### config.mk
export PLATFORM = sky130hd
export DESIGN_NAME = m_countdown_timer
export DESIGN_NICKNAME = d
export VERILOG_FILES = /design/src/rtl/timer_pkg.sv /design/src/rtl/m_down_counter.sv /design/src/rtl/m_countdown_timer.sv
export SDC_FILE = /design/constraint.sdc
export NUM_CORES = 1
export LEC_CHECK = 0
export BUFFER_PORTS_ARGS = -buffer_cell sky130_fd_sc_hd__buf_2
export CAP_MARGIN = 20
export CORE_MARGIN = 3
export CORE_UTILIZATION = 48
export CTS_CLUSTER_DIAMETER = 50
export CTS_CLUSTER_SIZE = 30
export DETAILED_ROUTE_END_ITERATION = 12
export GPL_TIMING_DRIVEN = 0
export PLACE_DENSITY = 0.77
export SLEW_MARGIN = 15
export SYNTH_ARGS = -nofsm -noshare
export SYNTH_HDL_FRONTEND = slang
export SYNTH_SLANG_ARGS = --single-unit
### constraint.sdc
create_clock -name clock -period 2.03 [get_ports clock]
set_input_delay 0 -clock clock [delete_from_list [all_inputs] [get_ports clock]]
set_output_delay 0 -clock clock [all_outputs]
set_load 0.01 [all_outputs]
### src/rtl/timer_pkg.sv
// Shared definitions for the countdown timer: state encoding and field defaults.
package timer_pkg;

  // Field width used when the timer is instantiated without an override.
  localparam int WIDTH_DEFAULT = 6;

  // Nominal seconds modulus for a minutes:seconds display.
  localparam logic [5:0] LAW_NOMINAL = 6'd60;

  // Control states of the countdown FSM.
  typedef enum logic [1:0] {
    ST_IDLE    = 2'd0,
    ST_RUN     = 2'd1,
    ST_PAUSE   = 2'd2,
    ST_EXPIRED = 2'd3
  } timer_state_t;

endpackage : timer_pkg

### src/rtl/m_down_counter.sv
// Single decrementing field: loads a preset, counts down on en, and wraps
// from 0 to law-1 (modulo 2^WIDTH, so law=0 wraps to all-ones).
module m_down_counter
  import timer_pkg::*;
#(
  parameter int WIDTH = WIDTH_DEFAULT
) (
  input  logic             clock,
  input  logic             res,
  input  logic             en,
  input  logic [WIDTH-1:0] law,
  input  logic             load,
  input  logic [WIDTH-1:0] d,
  output logic [WIDTH-1:0] q,
  output logic             borrow
);

  logic [WIDTH-1:0] q_r;
  logic [WIDTH-1:0] wrap_s;

  // Wrap target is law-1; the natural modulo subtraction handles law=0.
  assign wrap_s = law - WIDTH'(1);

  // Field register: load beats decrement; a zero field wraps on decrement.
  always_ff @(posedge clock or negedge res) begin
    if (!res) begin
      q_r <= '0;
    end else if (load) begin
      q_r <= d;
    end else if (en) begin
      if (q_r == '0) begin
        q_r <= wrap_s;
      end else begin
        q_r <= q_r - WIDTH'(1);
      end
    end else begin
      q_r <= q_r;
    end
  end

  assign q      = q_r;
  // Borrow tells the next-higher field that this one is wrapping this cycle.
  assign borrow = en && (q_r == '0);

endmodule : m_down_counter

### src/rtl/m_countdown_timer.sv
// Minutes:seconds countdown timer with start/pause/acknowledge control,
// load with seconds clamping, and a one-cycle done pulse on expiry.
module m_countdown_timer
  import timer_pkg::*;
#(
  parameter int WIDTH = WIDTH_DEFAULT
) (
  input  logic             clock,
  input  logic             res,
  input  logic             tick,
  input  logic [WIDTH-1:0] law,
  input  logic             load,
  input  logic [WIDTH-1:0] load_sec,
  input  logic [WIDTH-1:0] load_min,
  input  logic             start_stop,
  output logic [WIDTH-1:0] q_sec,
  output logic [WIDTH-1:0] q_min,
  output logic             running,
  output logic             expired,
  output logic             done
);

  timer_state_t     state_r;
  timer_state_t     next_state_s;
  logic             done_r;

  logic [WIDTH-1:0] sec_s;
  logic [WIDTH-1:0] min_s;
  logic [WIDTH-1:0] wrap_s;
  logic [WIDTH-1:0] load_sec_clamped_s;
  logic [WIDTH-1:0] next_sec_s;
  logic [WIDTH-1:0] next_min_s;
  logic             count_zero_s;
  logic             dec_s;
  logic             sec_borrow_s;
  logic             min_borrow_s;
  logic             hits_zero_s;

  assign wrap_s       = law - WIDTH'(1);
  assign count_zero_s = (sec_s == '0) && (min_s == '0);

  // Clamp the seconds preset into range; law=0 means 2^WIDTH so nothing clamps.
  always_comb begin
    load_sec_clamped_s = load_sec;
    if ((law != '0) && (load_sec >= law)) begin
      load_sec_clamped_s = wrap_s;
    end else begin
      load_sec_clamped_s = load_sec;
    end
  end

  // A tick decrements only in RUN, and only when neither load nor start_stop
  // claims the cycle; a nonzero count is required so 0:00 can never underflow.
  always_comb begin
    dec_s = 1'b0;
    if ((state_r == ST_RUN) && tick && !load && !start_stop && !count_zero_s) begin
      dec_s = 1'b1;
    end else begin
      dec_s = 1'b0;
    end
  end

  // Predict the post-decrement value so expiry is flagged on the same edge.
  always_comb begin
    next_sec_s = sec_s;
    next_min_s = min_s;
    if (sec_s == '0) begin
      next_sec_s = wrap_s;
      next_min_s = min_s - WIDTH'(1);
    end else begin
      next_sec_s = sec_s - WIDTH'(1);
      next_min_s = min_s;
    end
  end

  assign hits_zero_s = dec_s && (next_sec_s == '0) && (next_min_s == '0);

  m_down_counter #(
    .WIDTH(WIDTH)
  ) u_sec (
    .clock (clock),
    .res   (res),
    .en    (dec_s),
    .law   (law),
    .load  (load),
    .d     (load_sec_clamped_s),
    .q     (sec_s),
    .borrow(sec_borrow_s)
  );

  // Minutes never wrap in normal use (the zero guard stops it), so its
  // modulus is left at 2^WIDTH.
  m_down_counter #(
    .WIDTH(WIDTH)
  ) u_min (
    .clock (clock),
    .res   (res),
    .en    (sec_borrow_s),
    .law   ({WIDTH{1'b0}}),
    .load  (load),
    .d     (load_min),
    .q     (min_s),
    .borrow(min_borrow_s)
  );

  // State register.
  always_ff @(posedge clock or negedge res) begin
    if (!res) begin
      state_r <= ST_IDLE;
    end else begin
      state_r <= next_state_s;
    end
  end

  // Next-state logic: load overrides everything, then start_stop, then tick.
  always_comb begin
    next_state_s = state_r;
    if (load) begin
      next_state_s = ST_IDLE;
    end else begin
      case (state_r)
        ST_IDLE: begin
          if (start_stop && !count_zero_s) begin
            next_state_s = ST_RUN;
          end else begin
            next_state_s = ST_IDLE;
          end
        end
        ST_RUN: begin
          if (start_stop) begin
            next_state_s = ST_PAUSE;
          end else if (hits_zero_s || min_borrow_s) begin
            // A minutes borrow would be an underflow; treat it as expiry too.
            next_state_s = ST_EXPIRED;
          end else begin
            next_state_s = ST_RUN;
          end
        end
        ST_PAUSE: begin
          if (start_stop) begin
            next_state_s = ST_RUN;
          end else begin
            next_state_s = ST_PAUSE;
          end
        end
        ST_EXPIRED: begin
          if (start_stop) begin
            next_state_s = ST_IDLE;
          end else begin
            next_state_s = ST_EXPIRED;
          end
        end
        default: begin
          next_state_s = ST_IDLE;
        end
      endcase
    end
  end

  // Done pulse: registered on the edge that first enters EXPIRED.
  always_ff @(posedge clock or negedge res) begin
    if (!res) begin
      done_r <= 1'b0;
    end else begin
      done_r <= (state_r != ST_EXPIRED) && (next_state_s == ST_EXPIRED);
    end
  end

  assign q_sec   = sec_s;
  assign q_min   = min_s;
  assign running = (state_r == ST_RUN);
  assign expired = (state_r == ST_EXPIRED);
  assign done    = done_r;

endmodule : m_countdown_timer

; ---- After elaboration in Yosys (flattened, before gate mapping)
; Cells that the tools add are included.
[word_totals]
ff_bits = 15
out_inout_bits = 15
inputBits = 23
word_cells = 53
[op_classes]
n_lt_le_gt_ge = 1
eq_ne = 5
mux = 16
n_reduce_logical = 24
n_addsub = 3
[ops]
columns = cell, n
row1 = 6-bit 2-to-1 mux, 8
row2 = 6-bit zero test, 4
row3 = "6-bit by 1-bit subtractor with 6-bit output, second input constant", 3
row4 = 1-bit logical AND, 12
row5 = 2-bit 2-to-1 mux, 5
row6 = 2-bit one-hot mux with 4 select lines, 1
row7 = "2-bit == test, second input constant", 3
row8 = 6-bit greater-or-equal comparator, 1
row9 = 6-bit nonzero test, 1
row10 = 2-bit nonzero test, 2
row11 = 1-bit zero test, 3
row12 = "2-bit by 1-bit == test with 1-bit output, second input constant", 1
row13 = 2-bit zero test, 1
row14 = 1-bit 2-to-1 mux, 2
row15 = "2-bit inequality test, second input constant", 1
row16 = 1-bit logical OR, 1

; ---- Logic depth before layout (Yosys ltp)
; Gate-level depths: netlist of run 1.
[logic_depth]
depth_word = 15
depth_mapped = 7
depth_no_buf = 7

; ---- Cells and area by module
; A second synthesis of run 1 with hierarchy kept.
[hier_totals]
hier_cells = 189
hier_area_um2 = 1602.8
[modules_own_cells]
columns = mod, instances, seq_area_each_um2, cells_per_inst, area_each_um2
row1 = m_down_counter, 2, 150.1, 55, 483.0
row2 = m_countdown_timer, 1, 75.1, 79, 636.9

; ---- Worst setup path before layout of run 1
; OpenSTA, ideal clock, no wires.
[synth_timing]
path_kind = register to register
from = reg u_sec.q_r[2], in the netlist u_sec.q[2]
to = reg state_r[1]
path_stages_with_launch = 7
setup_time_ns = 0.065
slack_ns = 0.085
path_buffers = 1
synth_period_minus_slack_ns = 1.945
t_required_ns = 1.965
arrival_ns = 1.880
path_cell_list = dfrtp_1 buf_6 or3_4 or4_4 a311oi_2 o22a_2 o21a_1
[synth_via]
elab_chain_cells = 12
elab_cells_between_ends = 19
cone_classes = add/sub: 1 / mux: 7 / reduce/logical: 11
[synth_lines]
columns = item, line_no
row1 = "start, declared", m_down_counter.sv:18  ; logic [WIDTH-1:0] q_r;
row2 = "start signal, assigned", m_down_counter.sv:32  ; q_r <= wrap_s;
row3 = "start signal, assigned", m_down_counter.sv:34  ; q_r <= q_r - WIDTH'(1);
row4 = "start signal, assigned", m_down_counter.sv:37  ; q_r <= q_r;
row5 = "parallel branches: the longest is 7 deep, another holds 6-bit by 1-bit subtractor with 6-bit output", n/a
row6 = 1-bit logical OR *, m_countdown_timer.sv:132  ; end else if (hits_zero_s || min_borrow_s) begin
row7 = 2-bit 2-to-1 mux *, m_countdown_timer.sv:132
row8 = 2-bit 2-to-1 mux *, m_countdown_timer.sv:130  ; if (start_stop) begin
row9 = 2-bit one-hot mux with 4 select lines *, m_countdown_timer.sv:121  ; case (state_r)
row10 = 2-bit 2-to-1 mux *, m_countdown_timer.sv:118  ; if (load) begin
row11 = named net next_state_s[1], m_countdown_timer.sv:24  ; timer_state_t next_state_s;
row12 = "end signal, assigned", m_countdown_timer.sv:111  ; state_r <= next_state_s;
row13 = "end, declared", m_countdown_timer.sv:23  ; timer_state_t state_r;
; Mark *: on every way through the listed nets, which the timed path passes.
; A chain may end at the register's enable or synchronous reset.

; ---- Worst setup path in the final report of run 1
[layout_timing]
from = reg u_min.q_r[3], in the netlist u_min.q[3]
to = reg state_r[1]
[layout_via]
elab_chain_cells = 12
elab_cells_between_ends = 17
cone_classes = add/sub: 1 / mux: 6 / reduce/logical: 10
[layout_lines]
columns = item, line_no
row1 = "start, declared", m_down_counter.sv:18
row2 = "start signal, assigned", m_down_counter.sv:32
row3 = "start signal, assigned", m_down_counter.sv:34
row4 = "start signal, assigned", m_down_counter.sv:37
row5 = "parallel branches: the longest is 7 deep, another holds 6-bit by 1-bit subtractor with 6-bit output", n/a
row6 = 1-bit logical OR *, m_countdown_timer.sv:132
row7 = 2-bit 2-to-1 mux *, m_countdown_timer.sv:132
row8 = 2-bit 2-to-1 mux *, m_countdown_timer.sv:130
row9 = 2-bit one-hot mux with 4 select lines *, m_countdown_timer.sv:121
row10 = 2-bit 2-to-1 mux *, m_countdown_timer.sv:118
row11 = named net next_state_s[1], m_countdown_timer.sv:24
; Marked as above.

==> flow_metrics.env, run 1 <==
export IMPL_filler_cell_count=249
export IMPL_area_growth_pct=28.0
export IMPL_ys_flop_type="dfrtp_1"
export IMPL_required_ns=2.26
export IMPL_yosysWarnings=0
export IMPL_hold_viol=0
export IMPL_final_antenna_net_count=0
export IMPL_criticalPathCategory="flop to flop"
export IMPL_gp_congestion=1.00
export IMPL_synth_most_common_cell="dfrtp_1"
export IMPL_syn_area_per_cell_um2=8.24
export IMPL_syn_inst=178
export IMPL_diodes=0
export IMPL_pre_cts_ws_ns=-0.0919
export IMPL_die_h_um=61.3
export IMPL_core_area_um2=2830
export IMPL_io_pins=38
export IMPL_first_global_vias=1506
export IMPL_place_hpwl_um=3260
export IMPL_grtUsageTotal=0.226
export IMPL_wire_per_inst_um=16.6
export IMPL_min_delay_path_depth=3
export IMPL_fmaxAchievable_mhz=500
export IMPL_switching_share=0.390
export IMPL_async_reset_ff_frac=1.00
export IMPL_die_area_um2=3750
export IMPL_path_buf_inv=0
export IMPL_seq_power_share=0.385
export IMPL_arrival_ns=2.23
export IMPL_netlist_area_um2=1470
export IMPL_drt_iter0_drc=97
export IMPL_routed_wl_um=4330
export IMPL_crit_cells=5
export IMPL_run_status="finished with violations"
export IMPL_setup_viol=0
export IMPL_die_w_um=61.3
export IMPL_internal_power_w=0.000594
export IMPL_power_net_switching_w=0.000381
export IMPL_violations="DRC"
export IMPL_grt_max_degree=16
export IMPL_syn_num_nets=213
export IMPL_firstDrtPassIters=9
export IMPL_ys_types=50
export IMPL_nets=265
export IMPL_yosys_area_top_type="dfrtp_1"
export IMPL_clockPowerShare=0.187
export IMPL_synth_common_cells="dfrtp_1, inv_1, o21ai_0"
export IMPL_pwr_share_comb=0.428
export IMPL_finalClockSkew_ns=0.0101
export IMPL_drive_gt1_frac=0.288
export IMPL_yosysTopAreaCellShare=0.256
export IMPL_p_per_area_nw_per_um2=519
export IMPL_slew_headroom=0.690
export IMPL_crit_fanout=6
export IMPL_synth_seq_cells=15
export IMPL_cts_htree_levels=1
export IMPL_clock_sinks=15
export IMPL_rows=19
export IMPL_start_util=0.518
export IMPL_drcViolationCount=1
export IMPL_ff2ff_path_depth=5
export IMPL_path_cells="or3_4, or4_4, a311oi_2, o22a_2, o21a_1"
export IMPL_tns_ns=0
export IMPL_grt_remaining_overflow=0
export IMPL_startpoint_type="flop"
export IMPL_cp_end_kind="flop"
export IMPL_power_leakage_nw=0.796
export IMPL_yosysSeqAreaShare=0.256
export IMPL_cts_tree="yes"
export IMPL_final_max_slew_viol_count=0
export IMPL_clock_root_buffer="clkbuf_4"
export IMPL_timing_hold_ws_ns=0.0195
export IMPL_worst_pin_slew_ns=0.462
export IMPL_hold_path_class="primary input to flop"
export IMPL_numCtsBuffers=3
export IMPL_vias_per_cell=6.35
export IMPL_fin_crit_sh=0.984
export IMPL_setup_ws_ns=0.0315
export IMPL_cts_buffer_depth=2
export IMPL_path_delay_family="simple AND/OR/NAND/NOR gates"
export IMPL_grt_antenna_before_repair=0
export IMPL_synth_area_top_cells="dfrtp_1, ha_1, o21ai_0, xnor2_1, inv_1"
export IMPL_synth_edf_count=0
export IMPL_max_stage_delay_ns=0.55
export IMPL_max_cap_viol_count=0
export IMPL_io_buffers=37
export IMPL_slowest_stage="or4_4"
export IMPL_grt_pass1_wl_um=6450
export IMPL_period_minus_slack_ns=2.00
export IMPL_max_vdd_ir_drop_uv=239
export IMPL_clk_latency_ns=0.29
export IMPL_vias=1652
export IMPL_clk_pin_slew_ns=0.10
## flip-flops by register name, summed over array words and instances, names as in the netlist
| name | count |
|---|---|
| done | 1 |
| state_r | 2 |
| u_min.q | 6 |
| u_sec.q | 6 |
## through the flow
| stage | util | instance area [um^2] | std cells | total power (W) |
|---|---|---|---|---|
| global placement | 0.598 | 1690 | 246 | 0.000736 |
| finish | 0.663 | 1880 | 260 | 0.000975 |
| CTS | 0.636 | 1800 | 257 | 0.000939 |
| global route | 0.663 | 1880 | 260 | 0.00104 |
| detailed placement | 0.598 | 1690 | 246 | 0.000748 |
| floorplan | - | 1470 | 178 | 0.000619 |
## worst reg2reg max path, stage by stage (launching register included)
cell and delay (ns):
dfrtp_2 0.46, or3_4 0.42, or4_4 0.55, a311oi_2 0.20, o22a_2 0.19, o21a_1 0.11
## worst paths after layout
path                               to         from  slack [ns]
max                        state_r[1]   u_min.q[3]        0.03
min                        u_sec.q[0]  load_sec[0]        0.02
max reg2reg                state_r[1]   u_min.q[3]        0.03
min reg2reg                state_r[0]   state_r[0]        0.59
max in group asynchronous  u_sec.q[0]          res        1.64
min in group asynchronous  u_min.q[2]          res        0.12
## layout make-up
type	count	area, um^2	share of cell area
multi-input cells	144	1070	0.570
clock buffers	4	26.3	0.0140
inverters	14	52.6	0.0280
plain buffers	5	27.5	0.0147
well taps	31	38.8	0.0207
repair buffers	47	280	0.149
flip-flops and latches	15	382	0.203
## repair_timing
action | in CTS | in global routing
endpoints found under the setup margin | 4 | 10
gates resized for setup | 3 | 16
hold buffers | 7 | 1
pin swaps | 0 | 1
setup buffers | 0 | 2
endpoints found under the hold margin | 21 | 1
## power groups by stage
stage / combinational, W / sequential, W / clock (W)
4_1_cts: 0.000386 / 0.000372 / 0.000181
6_report: 0.000417 / 0.000375 / 0.000183
3_5_place_dp: 0.000371 / 0.000377 / 0
3_3_place_gp: 0.000361 / 0.000375 / 0
2_1_floorplan: 0.000235 / 0.000384 / 0
5_1_grt: 0.000458 / 0.000380 / 0.000198
## per-layer routing
metal | up-vias | GRT usage | routed length [um]
li1 | 780 | - | -
met1 | 774 | 0.280 | 1800
met2 | 90 | 0.394 | 2140
met3 | 8 | 0.0210 | 293
met4 | 0 | 0.102 | 82
met5 | - | 0 | 0
## cells by family (layout without fill, tap and decap cells)
logic type | after synthesis | count (layout) | synth area share
buffers and inverters | 19 | 70 | 0.0546
flip-flops | 15 | 15 | 0.256
AND/OR/NAND/NOR | 64 | 64 | 0.248
XOR/XNOR | 10 | 10 | 0.0597
AO/OA/AOI/OAI | 57 | 57 | 0.271
adder cells (fa/ha/maj) | 12 | 12 | 0.102
multiplexers | 1 | 1 | 0.00768
## cell usage in the layout (no fill, tap or decap), types with 4 or more instances in the layout
master and count:
dfrtp_1 10, nand4_1 4, a211oi_1 6, o21ai_0 13
nand2b_1 6, buf_2 38, nand2_1 7, nor2_1 7
clkbuf_1 4, o21a_1 4, nor4_1 4, ha_1 12
a21oi_1 6, xnor2_1 8, nor3_1 8, nand3_1 5
a31oi_1 5, dfrtp_2 5, dlygate4sd3_1 8, inv_1 14
Note: power is estimated with default switching activity, not from simulation.
==> run 2, diff against run 1 <==
--- a/config.mk
+++ b/config.mk
@@ -8,13 +8,14 @@
 export BUFFER_PORTS_ARGS = -buffer_cell sky130_fd_sc_hd__buf_2
 export CAP_MARGIN = 20
 export CORE_MARGIN = 3
-export CORE_UTILIZATION = 48
+export CORE_UTILIZATION = 49
 export CTS_CLUSTER_DIAMETER = 50
 export CTS_CLUSTER_SIZE = 30
 export DETAILED_ROUTE_END_ITERATION = 12
 export GPL_TIMING_DRIVEN = 0
-export PLACE_DENSITY = 0.77
+export PLACE_DENSITY = 0.78
 export SLEW_MARGIN = 15
 export SYNTH_ARGS = -nofsm -noshare
 export SYNTH_HDL_FRONTEND = slang
+export SYNTH_HIERARCHICAL = 1
 export SYNTH_SLANG_ARGS = --single-unit
==> flow_metrics.env, run 2 <==
export IMPL_drive_gt1_frac=0.406
export IMPL_max_cap_viol_count=0
export IMPL_syn_inst=189
export IMPL_rows=20
export IMPL_worst_pin_slew_ns=0.617
export IMPL_finalClockSkew_ns=0.00858
export IMPL_setup_viol=6
export IMPL_nets=307
export IMPL_finalPower_w=0.00115
export IMPL_required_ns=2.19
export IMPL_grtUsageTotal=0.239
export IMPL_async_reset_ff_frac=1.00
export IMPL_core_area_um2=3080
export IMPL_criticalPathCategory="flop to flop"
export IMPL_rsz0062_at_grt="yes"
export IMPL_clk_latency_ns=0.29
export IMPL_filler_cell_count=243
export IMPL_first_global_vias=1632
export IMPL_final_antenna_net_count=0
export IMPL_ys_flop_type="dfrtp_1"
export IMPL_synth_common_cells="inv_1, dfrtp_1, o21ai_0"
export IMPL_crit_fanout=2
export IMPL_routed_wl_um=4910
export IMPL_synth_fa_ha_area_frac=0.0937
export IMPL_synth_most_common_cell="inv_1"
export IMPL_io_pins=38
export IMPL_hold_path_class="primary input to flop"
export IMPL_ys_types=41
export IMPL_yosysTopAreaCellShare=0.234
export IMPL_max_vdd_ir_drop_uv=480
export IMPL_synth_top_family_by_area="simple AND/OR/NAND/NOR gates"
export IMPL_netlist_area_um2=1600
export IMPL_final_common_cell="buf_2"
export IMPL_syn_area_per_cell_um2=8.48
export IMPL_gp_congestion=0.857
export IMPL_utilization=0.748
export IMPL_vias=1747
export IMPL_grt_remaining_overflow=0
export IMPL_synth_seq_cells=15
export IMPL_cts_tree="yes"
export IMPL_power_leakage_nw=1.03
export IMPL_cts_buffer_depth=2
export IMPL_yosysSeqAreaShare=0.234
export IMPL_grt_max_degree=16
export IMPL_fmaxAchievable_mhz=466
export IMPL_die_area_um2=3990
export IMPL_cp_end_kind="flop"
export IMPL_fin_crit_sh=1.06
export IMPL_place_area_um2=1950
export IMPL_wire_per_inst_um=15.6
export IMPL_die_w_um=63.2
export IMPL_yosys_area_top_type="dfrtp_1"
export IMPL_setup_ws_ns=-0.116
export IMPL_startpoint_type="flop"
export IMPL_run_status="finished with violations"
export IMPL_diodes=0
export IMPL_final_cell_mix="buf_2, buf_4, inv_1, conb_1, ha_1"
export IMPL_synth_edf_count=0
export IMPL_placed_cells=284
export IMPL_clock_root_buffer="clkbuf_4"
export IMPL_final_max_slew_viol_count=0
export IMPL_grt_antenna_before_repair=0
export IMPL_synth_simple_area_share=0.298
export IMPL_period_minus_slack_ns=2.15
export IMPL_drt_iter0_drc=102
export IMPL_grt_pass1_wl_um=7800
export IMPL_synth_xor_xnor_area_share=0.0546
export IMPL_place_hpwl_um=3010
export IMPL_synthMuxAreaShare=0.0656
export IMPL_violations="setup timing"
export IMPL_slew_headroom=0.589
export IMPL_io_buffers=37
export IMPL_start_util=0.521
export IMPL_clk_pin_slew_ns=0.10
export IMPL_die_h_um=63.2
export IMPL_firstDrtPassIters=4
export IMPL_arrival_ns=2.31
export IMPL_synth_compound_area_share=0.196
export IMPL_yosysWarnings=6
export IMPL_p_per_area_nw_per_um2=500
export IMPL_vias_per_cell=5.55
export IMPL_cts_htree_levels=1
export IMPL_hold_viol=0
export IMPL_numCtsBuffers=3
export IMPL_synth_area_top_cells="dfrtp_1, ha_1, inv_1, o21ai_0, nor3_4"
export IMPL_drcViolationCount=0
export IMPL_finalInstanceArea_um2=2300
export IMPL_area_growth_pct=43.7
export IMPL_fin_cells=315
export IMPL_clock_sinks=15
-- run 2: timing repair --
action | 4_1_cts | 5_1_grt
endpoints found under the setup margin | 12 | 15
gates cloned | 0 | 0
endpoints found under the hold margin | 21 | 0
pin swaps | 5 | 12
buffers inserted | 14 | 7
resized for setup | 10 | 20
hold buffers | 7 | 0
-- run 2: worst max-delay path, stage by stage, from the launching register on --
cell     delay (ns)
dfrtp_2        0.43
inv_2          0.07
ha_4           0.13
nor4b_4        0.21
nand4_1        0.19
buf_4          0.18
buf_4          0.12
buf_4          0.12
buf_4          0.13
buf_4          0.12
buf_4          0.12
o21ai_1        0.11
a21oi_1        0.09
-- run 2: final timing paths --
kind                       startpoint    endpoint  slack [ns]  cells after the start
max                        u_sec/q[1]  state_r[0]       -0.12                     12
min                              load  state_r[1]        0.05                      2
max reg2reg                u_sec/q[1]  state_r[0]       -0.12                     12
min reg2reg                state_r[1]  state_r[1]        0.61                      2
max in group asynchronous         res  u_sec/q[3]        1.58                      2
min in group asynchronous         res  u_sec/q[5]        0.15                      2
-- run 2: cell type report --
class	instances	area, um^2	share of cell area
multi-input combinational	165	1320	0.574
timing repair buffer	65	425	0.185
sequential	15	385	0.167
inverter	19	71.3	0.0310
tap	44	55.1	0.0239
clock buffer	4	26.3	0.0114
buffer	3	18.8	0.00815
-- run 2: power breakdown --
part           internal (W)  switching, W
registers          0.000338     0.0000815
clock network     0.0000764      0.000105
logic              0.000259      0.000292
-- run 2: per-layer routing --
layer  GRT usage  vias to the layer above  wire, um  part of all wire
met1       0.314                      840      2070              0.42
met3      0.0392                        8       227             0.046
met4      0.0350                        0        71             0.014
met2       0.422                       50      2550              0.52
li1            -                      849         -                 -
met5           0                        -         0                 0
-- run 2: metrics by stage --
step | worst slack, ns | setup TNS [ns] | hold slack [ns]
floorplan | -0.0770 | -0.180 | -0.296
global placement | -0.242 | -1.25 | -0.0704
detailed placement | -0.255 | -1.40 | -0.0649
CTS | -0.0114 | -0.0114 | 0.0324
global route | -0.231 | -1.66 | 0.0550
finish | -0.116 | -0.415 | 0.0524
-- run 2: cell families (layout without fill, tap and decap cells) --
kind of cell / after synthesis / count (layout)
AOI/OAI and AO/OA: 45 / 45
muxes: 10 / 10
other: 1 / 15
and+or+nand+nor: 73 / 73
buffers and inverters: 23 / 91
adders and majority gates: 12 / 12
DFF: 15 / 15
xor gates and xnor gates: 10 / 10
